===== config.mk =====
export PLATFORM = sky130hd
export DESIGN_NAME = led_frame_serializer
export DESIGN_NICKNAME = d
export VERILOG_FILES = /design/src/rtl/led_frame_serializer_pkg.sv /design/src/rtl/led_frame_serializer_bin_cursor.sv /design/src/rtl/led_frame_serializer.sv
export SDC_FILE = /design/constraint.sdc
export NUM_CORES = 1
export LEC_CHECK = 0
export CAP_MARGIN = 20
export CORE_AREA = 2 2 202 204
export CTS_CLUSTER_DIAMETER = 50
export DETAILED_ROUTE_END_ITERATION = 8
export DIE_AREA = 0 0 204 206
export PLACE_DENSITY = 0.77
export SLEW_MARGIN = 20
export SYNTH_ARGS = -nofsm -noshare
export SYNTH_HDL_FRONTEND = slang
export SYNTH_SLANG_ARGS = --single-unit

===== constraint.sdc =====
create_clock -name clk -period 2.1 [get_ports clk]
set_input_delay 0.42 -clock clk [delete_from_list [all_inputs] [get_ports clk]]
set_output_delay 0.42 -clock clk [all_outputs]
set_load 0.02 [all_outputs]

===== src/rtl/led_frame_serializer_pkg.sv =====
// Shared types for the LED frame serializer: pixel colour type and FSM states.
package led_frame_serializer_pkg;

  typedef logic [23:0] rgb_t;

  localparam rgb_t BLACK = 24'h000000;

  typedef enum logic [1:0] {IDLE, SEEK, STREAM, DONE} ser_state_t;

endpackage


===== src/rtl/led_frame_serializer_bin_cursor.sv =====
// Bin cursor: tracks the current bin, the pixels remaining in it and the
// black fill mode used once every bin has been consumed.
module led_bin_cursor
  import led_frame_serializer_pkg::*;
#(
  parameter int BIN_QTY = 12,
  parameter int CW      = 6
) (
  input  logic                        clk,
  input  logic                        rst,
  input  logic                        start,
  input  logic [CW-1:0]               start_count,
  input  logic                        step_bin,
  input  logic                        dec,
  input  logic                        to_fill,
  input  logic [BIN_QTY-1:0][CW-1:0]  counts,
  input  rgb_t [BIN_QTY-1:0]          colours,
  output rgb_t                        colour,
  output logic                        fill,
  output logic                        r_zero,
  output logic                        r_one,
  output logic                        b_last
);

  localparam int BW = (BIN_QTY > 1) ? $clog2(BIN_QTY) : 1;
  localparam logic [BW-1:0] B_LAST = BW'(BIN_QTY - 1);

  logic [BW-1:0] b_reg;
  logic [BW-1:0] b_inc;
  logic [CW-1:0] r_reg;
  logic          fill_reg;

  assign b_inc  = b_reg + 1'b1;
  assign colour = colours[b_reg];
  assign fill   = fill_reg;
  assign r_zero = (r_reg == '0);
  assign r_one  = (r_reg == CW'(1));
  assign b_last = (b_reg == B_LAST);

  // step_bin is only raised by the FSM while b_reg is below the last bin,
  // so counts[b_inc] never reads past the array.
  always_ff @(posedge clk or negedge rst) begin
    if (!rst) begin
      b_reg    <= '0;
      r_reg    <= '0;
      fill_reg <= 1'b0;
    end else if (start) begin
      b_reg    <= '0;
      r_reg    <= start_count;
      fill_reg <= 1'b0;
    end else if (step_bin) begin
      b_reg <= b_inc;
      r_reg <= counts[b_inc];
    end else begin
      if (to_fill)
        fill_reg <= 1'b1;
      if (dec && !r_zero)
        r_reg <= r_reg - 1'b1;
    end
  end

endmodule


===== src/rtl/led_frame_serializer.sv =====
// Snapshots one visualizer frame and streams LEDS pixels (bin colours repeated
// by their counts, black tail) over a valid/ready link to the strip driver.
module led_frame_serializer
  import led_frame_serializer_pkg::*;
#(
  parameter int LEDS    = 50,
  parameter int BIN_QTY = 12,
  parameter int CW      = $clog2(LEDS)
) (
  input  logic                        clk,
  input  logic                        rst,
  input  logic [BIN_QTY-1:0][23:0]    rgb,
  input  logic [BIN_QTY-1:0][CW-1:0]  LEDCounts,
  input  logic                        data_v,
  output rgb_t                        pix_data,
  output logic                        pix_valid,
  input  logic                        pix_ready,
  output logic                        pix_last,
  output logic                        busy,
  output logic                        frame_done,
  output logic                        frame_drop
);

  localparam logic [CW-1:0] P_LAST = CW'(LEDS - 1);

  ser_state_t                  state_reg;
  logic [BIN_QTY-1:0][23:0]    snap_rgb_reg;
  logic [BIN_QTY-1:0][CW-1:0]  snap_cnt_reg;
  logic [CW-1:0]               p_reg;

  rgb_t cur_colour;
  logic fill, r_zero, r_one, b_last;
  logic start, accept, at_last, bin_end, step_bin, to_fill, dec;

  assign start    = (state_reg == IDLE) && data_v;
  assign accept   = (state_reg == STREAM) && pix_valid && pix_ready;
  assign at_last  = (p_reg == P_LAST);
  assign bin_end  = accept && !at_last && !fill && r_one;
  assign step_bin = ((state_reg == SEEK) && r_zero && !b_last) || (bin_end && !b_last);
  assign to_fill  = ((state_reg == SEEK) && r_zero && b_last) || (bin_end && b_last);
  assign dec      = accept && !at_last;

  led_bin_cursor #(
    .BIN_QTY (BIN_QTY),
    .CW      (CW)
  ) u_cursor (
    .clk         (clk),
    .rst         (rst),
    .start       (start),
    .start_count (LEDCounts[0]),
    .step_bin    (step_bin),
    .dec         (dec),
    .to_fill     (to_fill),
    .counts      (snap_cnt_reg),
    .colours     (snap_rgb_reg),
    .colour      (cur_colour),
    .fill        (fill),
    .r_zero      (r_zero),
    .r_one       (r_one),
    .b_last      (b_last)
  );

  always_ff @(posedge clk or negedge rst) begin
    if (!rst) begin
      state_reg    <= IDLE;
      snap_rgb_reg <= '0;
      snap_cnt_reg <= '0;
      p_reg        <= '0;
      pix_data     <= BLACK;
      pix_valid    <= 1'b0;
      pix_last     <= 1'b0;
      busy         <= 1'b0;
      frame_done   <= 1'b0;
      frame_drop   <= 1'b0;
    end else begin
      frame_done <= 1'b0;
      frame_drop <= 1'b0;
      case (state_reg)
        IDLE: begin
          if (data_v) begin
            snap_rgb_reg <= rgb;
            snap_cnt_reg <= LEDCounts;
            p_reg        <= '0;
            busy         <= 1'b1;
            state_reg    <= SEEK;
          end
        end
        SEEK: begin
          frame_drop <= data_v;
          if (!r_zero || b_last) begin
            state_reg <= STREAM;
            pix_valid <= 1'b1;
            pix_data  <= r_zero ? BLACK : cur_colour;
            pix_last  <= at_last;
          end
        end
        STREAM: begin
          frame_drop <= data_v;
          if (accept) begin
            if (at_last) begin
              state_reg  <= DONE;
              pix_valid  <= 1'b0;
              pix_last   <= 1'b0;
              pix_data   <= BLACK;
              frame_done <= 1'b1;
            end else begin
              p_reg    <= p_reg + 1'b1;
              pix_last <= ((p_reg + 1'b1) == P_LAST);
              if (bin_end && b_last) begin
                pix_data <= BLACK;
              end else if (bin_end) begin
                state_reg <= SEEK;
                pix_valid <= 1'b0;
                pix_last  <= 1'b0;
              end
            end
          end
        end
        DONE: begin
          frame_drop <= data_v;
          busy       <= 1'b0;
          state_reg  <= IDLE;
        end
        default: state_reg <= IDLE;
      endcase
    end
  end

endmodule


## Word level (Yosys, flattened, before mapping)

Cells that the tools add are included.
W data, S select, Z words.

- Equality and inequality tests: 15
- Multiplexer cells: 47
- Reduce and logical (&&, ||, !) cells: 36
- Magnitude comparators: 2
- Multipliers: 0
- Bitwise gates (word level): 0
- Add/subtract/negate cells: 3
- Shifts and indexed selects: 0
- Divide/modulo/power cells: 0

Operators with widths:

| cell | number |
|---|---|
| $mux W24 | 6 |
| $bmux W24 S4 | 1 |
| $pmux W24 S2 | 1 |
| $mux W6 | 7 |
| $bmux W6 S4 | 1 |
| $mux W1 | 18 |
| $eq A6 B6 Y1 const B | 2 |
| $logic_and A1 B1 Y1 | 12 |
| $mux W2 | 6 |
| $pmux W6 S2 | 1 |
| $lt A4 B5 Y1 const B | 2 |
| $reduce_and A5 Y1 | 2 |
| $reduce_bool A2 Y1 | 5 |
| $mux W4 | 2 |
| $ne A2 B2 Y1 const B | 4 |
| $pmux W2 S4 | 1 |
| $reduce_and A4 Y1 | 2 |
| $add A6 B1 Y6 const B | 1 |
| $eq A6 B1 Y1 const B | 1 |
| $logic_not A6 Y1 | 1 |
| $ne A3 B3 Y1 const B | 2 |
| $pmux W1 S2 | 3 |
| $reduce_and A2 Y1 | 3 |
| $sub A6 B1 Y6 const B | 1 |
| 12 further kinds | 18 |

- Register bits: 408
- Latch bits: 0
- Bits in read-only memories: 0
- Word-level logic and storage cells: 138
- Input port bits: 364
- RAM bits: 0
- Memories: 0
- Output and inout bits: 29

## Depth between registers and ports, before layout

- Word-level depth: 11
- Mapped depth: 8
- Mapped depth without buffers: 7

## Cells and area by module

Synthesis repeated with hierarchy kept, for this count alone.

- Cells, all modules: 2019
- Area total of the unflattened synthesis: 18953.2 um^2

Modules (own cells, without submodules):

| module | area each (um^2) | instances | cells each | sequential area each (um^2) |
|---|---|---|---|---|
| led_frame_serializer | 15315.9 | 1 | 1710 | 9934.5 |
| led_bin_cursor | 3637.2 | 1 | 309 | 275.3 |

## Worst setup path after synthesis

OpenSTA, ideal clock, no wires.

- Path type: reg2reg
- Start: reg u_cursor.b_reg[0]
- End: reg u_cursor.r_reg[1]
- Data required time: 1.974 ns
- Stages on the path, launching flop included: 8
- Path slack: -0.011 ns
- Data arrival time: 1.985 ns
- Cells stage by stage: dfrtp_1 > ha_1 > clkbuf_1 > clkbuf_1 > mux4_2 > o21ai_0 > a21oi_1 > a221o_1

- Word-level cells in the longest chain between the ends: 6
- Elaborated cells between the ends (all ways): 11

RTL lines:

| what | line | text |
|---|---|---|
| from (decl) | led_frame_serializer_bin_cursor.sv:28 | `logic [BW-1:0] b_reg;` |
| from (signal assigned) | led_frame_serializer_bin_cursor.sv:52 | `b_reg <= b_inc;` |
| parallel branches: the longest is 6 deep, another holds $add A4 B1 Y4 | -- |  |
| to (signal assigned) | led_frame_serializer_bin_cursor.sv:49 | `r_reg <= start_count;` |
| to (signal assigned) | led_frame_serializer_bin_cursor.sv:53 | `r_reg <= counts[b_inc];` |
| to (signal assigned) | led_frame_serializer_bin_cursor.sv:58 | `r_reg <= r_reg - 1'b1;` |
| to (decl) | led_frame_serializer_bin_cursor.sv:30 | `logic [CW-1:0] r_reg;` |

Several ways; the timed one is not identified. The select of a mux whose other input is x is not followed.
A chain may end at the register's enable or synchronous reset.

## Worst setup path in the final report

Ends and elaborated chain as after synthesis.

==> impl_results.md <==
* Status: finished, final reports clean
* Drt initial violations at 1,233
* Avg Cell Area, Syn at around 9.5 sq um
* CP bufs+invs at 2
* Tightest Pin Transition at ~570 ps
* Critical path arrival at between 2000 and 3000 ps
* Critical path's largest stage delay at around 540 ps
* Worst hold path class: in -> reg
* Initial antenna violation count at 11
* Total global-route track usage at 26.6%
* Post-Synthesis Cell Area at 0.0186 sq mm
* WL per Instance at around 19 um
* Core ar. at roughly 0.04 sq mm
* Port-buffer cells at slightly below 400
* Global placement routability congestion at 0.879
* DIE HEIGHT at approximately 200 um
* # IOs at about 390
* Worst-skew pair later-pin latency at around 570 ps
* Post-Syn Nets at about 2,300
* DRC violations left at 0
* Hold Crit Start: rgb[145]
* Most common cell after layout, fill and taps aside: nand2_1
* Pwr Total at 37.5 mW
* Hold Crit Depth at 3
* Vias in the first global route at ~16,000
* Largest net degree at the start of global routing at 62
* Ys async rst share at 100%
* Leakage at approximately 12 nW
* RSZ-0062 raised after global routing: true
* Drt first pass iters at 5
* Max-cap violations at 0
* Detailed placement HPWL at roughly 40,000 um
* Reg2reg start: u_cursor.b_reg[0]$_DFFE_PN0P_
* CP endpoint kind: register
* Inserted Clock Buffers at 47
* Final nets at between 2,000 and 3,000
* CP Max Fanout at 5
* CP max-delay cell: dfrtp_4
* Max-slew violations at 0
* Number of synthesized flops with an enable pin at 0
* Most frequent cells in the layout: nand2_1, dfrtp_1, clkdlybuf4s50_1
* Hold Vio Cnt, Final at 0
* Fin Clk Skew at 15.9 ps
* Critical Path RT at 2560 ps
* GRT overflow at 0
* Initial Utilization at 46.2%
* Placed Area at 0.0238 sq mm
* Worst Hold Path EP: snap_rgb_reg[145]$_DFFE_PN0P_
* Synth Flop Type: dfrtp_1
* First-pass GRT wire length at around 87,000 um
* # setup viols final at 0
* Max Clk Rate at slightly below 500 MHz
* R2R Setup Slk at ~23 ps
* Worst r2r path cells at 7
* Synth Register Bits at 408
* Die ar. at about 0.042 sq mm
* Final wirelength at approximately 56,000 um
* Area Growth Syn to Fin at 37.9%
* Placed Instances at 2,860
* Critical R2R Capture: u_cursor.r_reg[1]$_DFFE_PN0P_
* Clk buf depth at 3
* CTS sink cnt at slightly above 400
* Worst-path clk slew at 60 ps
* Cell family with most CP delay: multiplexers
* DR vias at 15,553
* Hold slack final at ~370 ps
* Startpoint Class: register
* Die X at a little over 200 um
* H-Tree Depth at 2
* Root buffer cell: clkbuf_16
* Crit share post-route at between 90 and 100%
* Filler instances at slightly above 3,000
* Layout cells sized above 1 at around an eighth
* Post-Syn Instances at around 2,000
* Max VDD drop at 0.000608 V
* Fin cells at between 2,000 and 3,000
* Warnings, synthesis at 0
* Crit path cell chain: clkbuf_16, buf_4, mux4_2, mux2_4, nand2_1, a21oi_1, a221o_1
* Fin area at around 0.026 sq mm
* Post-layout util at a little under two thirds
* Largest register FFs at between 200 and 300
* Max transition margin at 61.9%
* Post-route minimum period at 2080 ps
* Pwr per Cell Area at 1470 mW/mm^2
* Row count at 74
* Critical path class: reg -> reg
* Sequential area share after synthesis at a little over half
* Cell variety after synth at 60
* Remaining antenna violation count after routing at 0
* Drt via density at between 5 and 6
* CTS tree: built
tightest hold or removal path, cell delays in order:
cell and delay, ps:
clkdlybuf4s50_1 400, nand2_1 50, nand2_1 40
metrics by stage:
step           setup TNS (ps)  setup WS [ps]
5_1_grt                  -238          -82.3
3_3_place_gp             -684           -210
2_1_floorplan               0            107
6_report                    0           23.3
4_1_cts                     0           4.39
3_5_place_dp            -1290           -230
logic make-up after synthesis:
kind of cell,count (synthesis),share of synthesized area (%)
buf+inv,148,3.24
mux,122,12.6
compound gates,113,4.48
xor+xnor,6,0.323
flops,408,55.0
fa+ha+maj,7,0.471
simple gates,1154,24.0
timing repair:
item	in CTS	in global routing
hold endpoints to repair	46	0
pin swaps	0	3
resized for setup	5	21
gates cloned	1	1
hold buffers	1	0
buffers inserted	0	2
endpoints found under the setup margin	6	25
layer usage:
| metal | wire [um] | global-route usage (%) |
|---|---|---|
| met1 | 24000 | 37.3 |
| met2 | 25700 | 41.5 |
| met3 | 4240 | 4.94 |
| met4 | 1890 | 10.1 |
| met5 | 13 | 0 |
Yosys cell counts (6+ instances only):
cell type,number,area share [%]
nand2_1,1100,22
dfrtp_1,408,55
mux4_2,89,11
clkbuf_1,83,1.7
mux2i_1,32,1.7
inv_1,31,0.63
a22o_1,27,1.3
o22ai_1,25,0.84
nor2_1,18,0.36
o21ai_0,17,0.46
buf_1,14,0.28
buf_2,13,0.35
a21oi_1,9,0.24
ha_1,7,0.47
buf_4,6,0.24
final cells by class:
| cell class | count | area [sq um] | area share [%] |
|---|---|---|---|
| diodes | 10 | 25.0 | 0.0977 |
| clock buffers | 58 | 1290 | 5.03 |
| clock inverters | 27 | 318 | 1.24 |
| inverters | 31 | 116 | 0.454 |
| multi-input cells | 1402 | 7850 | 30.6 |
| flip-flops and latches | 408 | 10200 | 39.9 |
| well taps | 532 | 666 | 2.60 |
| repair buffers | 492 | 5140 | 20.1 |
how the worst max path moves through the flow:
stage	startpoint	depth (start not counted)	endpoint	slack, ps
final	u_cursor.b_reg[0]$_DFFE_PN0P_	7	u_cursor.r_reg[1]$_DFFE_PN0P_	20
after global routing	u_cursor.b_reg[0]$_DFFE_PN0P_	7	u_cursor.r_reg[2]$_DFFE_PN0P_	-80
after CTS	pix_valid$_DFFE_PN0P_	2	pix_valid	4
after detailed placement	pix_ready	7	u_cursor.r_reg[3]$_DFFE_PN0P_	-230
after global placement	pix_ready	7	u_cursor.r_reg[3]$_DFFE_PN0P_	-210
after floorplan	u_cursor.b_reg[0]$_DFFE_PN0P_	7	u_cursor.r_reg[1]$_DFFE_PN0P_	110
where the power goes:
part	total, mW	leakage [nW]	switching (mW)	internal [mW]
clock network	8.43	0.791	3.40	5.02
logic	15.4	6.47	8.09	7.36
registers	13.7	5.07	2.13	11.5
total	37.5	12.3	13.6	23.9
(Power assumes the default switching activity.)
